`config.mk`:
```
export PLATFORM = sky130hd
export DESIGN_NAME = exu_pipe_reg
export DESIGN_NICKNAME = d
export VERILOG_FILES = /design/src/rtl/exu_pipe_reg_pkg.sv /design/src/rtl/exu_pipe_reg.sv
export SDC_FILE = /design/constraint.sdc
export NUM_CORES = 1
export LEC_CHECK = 0
export BUFFER_PORTS_ARGS = -buffer_cell sky130_fd_sc_hd__buf_2
export CAP_MARGIN = 10
export CELL_PAD_IN_SITES_DETAIL_PLACEMENT = 2
export CELL_PAD_IN_SITES_GLOBAL_PLACEMENT = 2
export CORE_MARGIN = 8
export CORE_UTILIZATION = 31
export CTS_CLUSTER_DIAMETER = 100
export DETAILED_ROUTE_END_ITERATION = 12
export GPL_TIMING_DRIVEN = 0
export PLACE_DENSITY = 0.86
export SLEW_MARGIN = 10
export SYNTH_ARGS = -nofsm -noshare
export SYNTH_HDL_FRONTEND = slang
export SYNTH_SLANG_ARGS = --single-unit
```
`constraint.sdc`:
```
create_clock -name clk -period 12.3 [get_ports clk]
set_clock_uncertainty 0.2 [all_clocks]
set_input_delay 1.23 -clock clk [delete_from_list [all_inputs] [get_ports clk]]
set_output_delay 1.23 -clock clk [all_outputs]
set_load 0.05 [all_outputs]
```
`src/rtl/exu_pipe_reg_pkg.sv`:
```
// ID->EXU payload layout and pipe-stage occupancy encodings.
// Field order, MSB first: {inst_type, alu_op, lsu_op, wsel, wena, waddr, pc, imm, rdata1, rdata2, csr}.
package exu_pipe_reg_pkg;

  localparam int INST_TYPE_W = 8;
  localparam int ALU_OP_W    = 8;
  localparam int LSU_OP_W    = 4;
  localparam int WSEL_W      = 3;
  localparam int WENA_W      = 1;
  localparam int WADDR_W     = 8;
  localparam int XLEN        = 32;

  localparam int EXU_PAYLOAD_W = INST_TYPE_W + ALU_OP_W + LSU_OP_W + WSEL_W + WENA_W
                               + WADDR_W + 5 * XLEN;

  localparam int CSR_LSB       = 0;
  localparam int RDATA2_LSB    = CSR_LSB + XLEN;
  localparam int RDATA1_LSB    = RDATA2_LSB + XLEN;
  localparam int IMM_LSB       = RDATA1_LSB + XLEN;
  localparam int PC_LSB        = IMM_LSB + XLEN;
  localparam int WADDR_LSB     = PC_LSB + XLEN;
  localparam int WENA_LSB      = WADDR_LSB + WADDR_W;
  localparam int WSEL_LSB      = WENA_LSB + WENA_W;
  localparam int LSU_OP_LSB    = WSEL_LSB + WSEL_W;
  localparam int ALU_OP_LSB    = LSU_OP_LSB + LSU_OP_W;
  localparam int INST_TYPE_LSB = ALU_OP_LSB + ALU_OP_W;

  typedef struct packed {
    logic [INST_TYPE_W-1:0] inst_type;
    logic [ALU_OP_W-1:0]    alu_op;
    logic [LSU_OP_W-1:0]    lsu_op;
    logic [WSEL_W-1:0]      wsel;
    logic [WENA_W-1:0]      wena;
    logic [WADDR_W-1:0]     waddr;
    logic [XLEN-1:0]        pc;
    logic [XLEN-1:0]        imm;
    logic [XLEN-1:0]        rdata1;
    logic [XLEN-1:0]        rdata2;
    logic [XLEN-1:0]        csr;
  } exu_payload_t;

  typedef enum logic [1:0] {
    PIPE_EMPTY = 2'd0,
    PIPE_ONE   = 2'd1,
    PIPE_FULL  = 2'd2
  } pipe_state_e;

endpackage

```
`src/rtl/exu_pipe_reg.sv`:
```
// ID->EXU stage register with flush and stall counter; 1-cycle latency.
// SKID=0: ready is !valid || out_ready; SKID=1: 2-entry skid, ready registered (low only when full).
module exu_pipe_reg
  import exu_pipe_reg_pkg::*;
#(
  parameter int DATA_W = EXU_PAYLOAD_W,
  parameter int SKID   = 1,
  parameter int CNT_W  = 16
) (
  input  logic              clk,
  input  logic              rst,
  input  logic              flush_i,
  input  logic              in_valid_i,
  output logic              in_ready_o,
  input  logic [DATA_W-1:0] in_data_i,
  output logic              out_valid_o,
  input  logic              out_ready_i,
  output logic [DATA_W-1:0] out_data_o,
  output logic [1:0]        count_o,
  output logic [CNT_W-1:0]  stall_cnt_o
);

  pipe_state_e       state;
  logic [DATA_W-1:0] main_dat;
  logic [CNT_W-1:0]  stall_cnt;
  logic              in_fire;
  logic              out_fire;

  assign out_valid_o = (state != PIPE_EMPTY);
  assign out_data_o  = main_dat;
  assign count_o     = state;
  assign stall_cnt_o = stall_cnt;
  assign in_fire     = in_valid_i && in_ready_o;
  assign out_fire    = out_valid_o && out_ready_i;

  generate
    if (SKID == 0) begin : g_single
      assign in_ready_o = !rst && (!out_valid_o || out_ready_i);

      always_ff @(posedge clk or posedge rst) begin
        if (rst) begin
          state    <= PIPE_EMPTY;
          main_dat <= '0;
        end else if (flush_i) begin
          state <= PIPE_EMPTY;
        end else if (in_fire) begin
          state    <= PIPE_ONE;
          main_dat <= in_data_i;
        end else if (out_fire) begin
          state <= PIPE_EMPTY;
        end
      end
    end else begin : g_skid
      logic [DATA_W-1:0] skid_dat;
      logic              rdy_q;

      // Ready comes straight from a flop so out_ready_i never reaches upstream combinationally.
      assign in_ready_o = rdy_q && !rst;

      always_ff @(posedge clk or posedge rst) begin
        if (rst) begin
          state    <= PIPE_EMPTY;
          main_dat <= '0;
          skid_dat <= '0;
          rdy_q    <= 1'b1;
        end else if (flush_i) begin
          state <= PIPE_EMPTY;
          rdy_q <= 1'b1;
        end else begin
          case (state)
            PIPE_EMPTY: begin
              if (in_fire) begin
                state    <= PIPE_ONE;
                main_dat <= in_data_i;
              end
            end
            PIPE_ONE: begin
              if (in_fire && out_fire) begin
                main_dat <= in_data_i;
              end else if (in_fire) begin
                state    <= PIPE_FULL;
                skid_dat <= in_data_i;
                rdy_q    <= 1'b0;
              end else if (out_fire) begin
                state <= PIPE_EMPTY;
              end
            end
            PIPE_FULL: begin
              if (out_fire) begin
                state    <= PIPE_ONE;
                main_dat <= skid_dat;
                rdy_q    <= 1'b1;
              end
            end
            default: begin
              state <= PIPE_EMPTY;
              rdy_q <= 1'b1;
            end
          endcase
        end
      end
    end
  endgenerate

  // Counts held-but-refused cycles, including a flush cycle; only reset clears it.
  always_ff @(posedge clk or posedge rst) begin
    if (rst) begin
      stall_cnt <= '0;
    end else if (out_valid_o && !out_ready_i && (stall_cnt != {CNT_W{1'b1}})) begin
      stall_cnt <= stall_cnt + 1'b1;
    end
  end

endmodule

```
==> key figures <==
Outcome
  • Status: finished, final reports clean

Finish
  • Filler Cells Inserted: between 5000 and 6000
  • Final #Nets: approximately 2200
  • Layout Area Growth over Synthesis: 27.07%
  • Commonest non-fill, non-tap cell in the layout: nand2_1
  • Commonest cells after routing, fill and taps aside: 582 x nand2_1, 430 x buf_2, 402 x dfrtp_1
  • Register area: approximately 10000 um2
  • Final Cell Area: roughly 22000 um2
  • Fraction of layout cells with a size suffix above 1: around 37%
  • Area taken by multi-input logic gates: approximately 7000 um2

Synthesis
  • Yosys cell types: 38
  • Synth Register Bits: 403
  • Syn Inst Count: 1525
  • Async SR Flop Fraction: 100.0%
  • Dominant synthesized flop cell: dfrtp_1
  • Synth warnings: 0
  • Yosys top cell area share: between 50% and 60%
  • Synth top area cells: dfrtp_1 57%, mux2_2 13%, nand2_1 12%
  • Post-Syn Area: approximately 18000 um2
  • Syn Area/Cell: 11.55 um2
  • Post-synth EDFFs: 0
  • Sequential fraction of the synthesis area: between 50% and 60%
  • Yosys top cell by area: dfrtp_1
  • Synth Net Count: between 1500 and 2000

Setup path
  • WP data required: approximately 11 ns
  • Worst Reg-to-Reg Cells: 6
  • RR Endpoint: out_data_o[129]
  • Crit path top cell by count: buf_2
  • Worst setup SP type: primary input
  • Critical-path top delay cell: buf_2
  • Worst Setup End Kind: primary output
  • Critical path class: primary input to primary output
  • Worst R2R Setup Slack: 9.49 ns
  • Crit path DAT: roughly 1.8 ns
  • Max stage delay on crit path: ~0.29 ns
  • Crit-path max FO: 4
  • Worst flop-to-flop path startpoint: count_o[1]
  • CP Cell Sequence: buf_2 -> nor2b_1 -> buf_2

Detailed routing
  • Via density: around 4.8
  • Wire per inst: between 20 and 25 um
  • Residual DRC count: 0
  • Via count: roughly 13000
  • DR pass1 iterations: 4
  • Post-route ant nets: 0
  • First DRT Iteration DRCs: around 420
  • Routed wire length: around 63000 um

Power and ir drop
  • Logic pwr share: between 20% and 30%
  • Clk pwr share: 30.4%
  • Peak VDD IR: ~110 uV
  • Lkg Pwr: 0.01143 uW
  • Internal Pwr Total: roughly 2800 uW
  • Switching share of power: between 30% and 40%
  • PwrDens: between 200 and 250 nW/um2
  • Seq pwr share: between 40% and 50%
  • Psw: about 1700 uW

Die
  • Die Area: 64680 um2
  • Die W: 254.3 um
  • Initial core utilization: roughly 31%
  • Die H: approximately 250 um
  • Core area: ~56000 um2
  • IO Pins: slightly above 400
  • Site row count: between 80 and 90

Clock network
  • Clk_lat worst skew: 0.58 ns
  • Clock Path Buffers: 3
  • CTS Buf Count: 47
  • # clock sinks: between 400 and 500
  • Htree depth: 2
  • TritonCTS clock tree: yes
  • CTS Hold Bufs: 0
  • Cts repair resizes: 0
  • Setup Buffers After CTS: 0
  • Register clock-pin slew on the reported worst setup and hold paths: 0.06 ns
  • Root Driver: clkbuf_16

Placed design
  • GPL Wtd Cong: between 0.7 and 0.8
  • Placed inst area: roughly 21000 um2
  • DP Worst Slack: about 8.8 ns
  • Port buffer count: between 400 and 500
  • Dpl hpwl: 46950 um

Run
  • Max Cap Viol: 0

STA
  • Max frequency: just over 300 MHz
  • Relative slew slack: 37.47%
  • Setup-failing EPs final: 0
  • Crit share post-route: between 20% and 30%
  • Worst Tran Pin Value: between 0.9 and 1 ns
  • Pins Over Slew Limit: 0
  • Final hold viol count: 0
  • Fin crit period: 3.261 ns
  • Final WS setup: ~9.0 ns
  • Setup TNS Final: 0 ns
  • RSZ-0062 raised after global routing: false

Min path
  • Worst hold path stage count: 1
  • Hold Crit Endpoint: out_data_o[141]
  • HP Class: flip-flop to flip-flop
  • HP Start: out_data_o[141]

Global routing
  • GR Util All Layers: a little under a fifth
  • Initial antenna violation count: 24
  • Largest net degree at the start of global routing: 38
  • Gr ovfl total: 0
  • First-pass GRT wire length: ~96000 um
  • Number of global-route vias before repair: ~16000
-- per-layer routing --
metal	share of wire (%)	vias up	global-route usage, %
met2	53	336	35.09
met4	3.2	16	7.387
met1	37	6866	20.46
met3	6.7	135	5.349
li1	-	5985	-
met5	0.15	-	0
-- cell usage after synthesis (3+ instances only) --
library cell,count
a21oi_1,3
buf_2,22
buf_6,20
clkbuf_1,42
dfrtp_1,402
inv_1,3
mux2_1,180
mux2_2,206
nand2_1,582
nand2b_1,4
nand3_1,6
nand4_1,5
nor2_1,5
nor3_1,6
or2_2,3
xnor2_1,4
xor2_1,9
-- sequential cells by signal, indices dropped and copies added, names as in the netlist --
name	cells
g_skid.skid_dat	192
out_data_o	192
stall_cnt_o	16
count_o	2
g_skid.rdy_q	1
-- per-stage QoR --
step / total power [uW] / util, % / hold slack, ns / instances
5_1_grt: 4701 / 39.73 / 0.2968 / 2797
6_report: 4512 / 39.75 / 0.2810 / 2802
3_5_place_dp: 3173 / 37.04 / 0.2691 / 2701
3_3_place_gp: 3082 / 36.60 / 0.2610 / 2689
2_1_floorplan: 2729 / - / 0.2792 / 1525
4_1_cts: 4583 / 39.68 / 0.2853 / 2785
-- worst max-delay path, delay by kind of cell --
family        cells  cell delay (ns)
simple gates      1             0.17
buf+inv           2             0.42
-- power by group through the flow --
stage	clock network, uW	logic, uW	registers (uW)
3_5_place_dp	0	1340	1830
4_1_cts	1420	1350	1810
2_1_floorplan	0	319	2410
6_report	1370	1330	1810
3_3_place_gp	0	1290	1800
5_1_grt	1460	1400	1840
-- logic make-up after synthesis --
logic type	Yosys count	synth area share (%)
buffers and inverters	87	2.864
flip-flops	403	57.28
AO/OA/AOI/OAI	9	0.3767
XOR/XNOR	13	0.6467
adder cells (fa/ha/maj)	1	0.07105
AND/OR/NAND/NOR	625	14.01
multiplexers	387	24.74
-- worst max path at each step --
stage	from	end	slack, ns	depth (start not counted)
floorplan	rst	count_o[0]	5.44	1
global placement	rst	out_data_o[52]	2.80	2
detailed placement	rst	out_data_o[53]	8.81	8
CTS	rst	in_ready_o	9.05	3
global route	rst	in_ready_o	9.04	3
finish	rst	in_ready_o	9.04	3
-- layout make-up --
cell class	instances	area share [%]
Antenna cell	17	0.1901
Inverter	3	0.06711
Sequential cell	403	45.08
Timing Repair Buffer	420	10.23
Buffer	84	2.203
Clock buffer	66	5.934
Tap cell	756	4.228
Clock inverter	18	0.6991
Multi-Input combinational cell	1035	31.36
No activity file was read; power rests on OpenSTA's default activity.
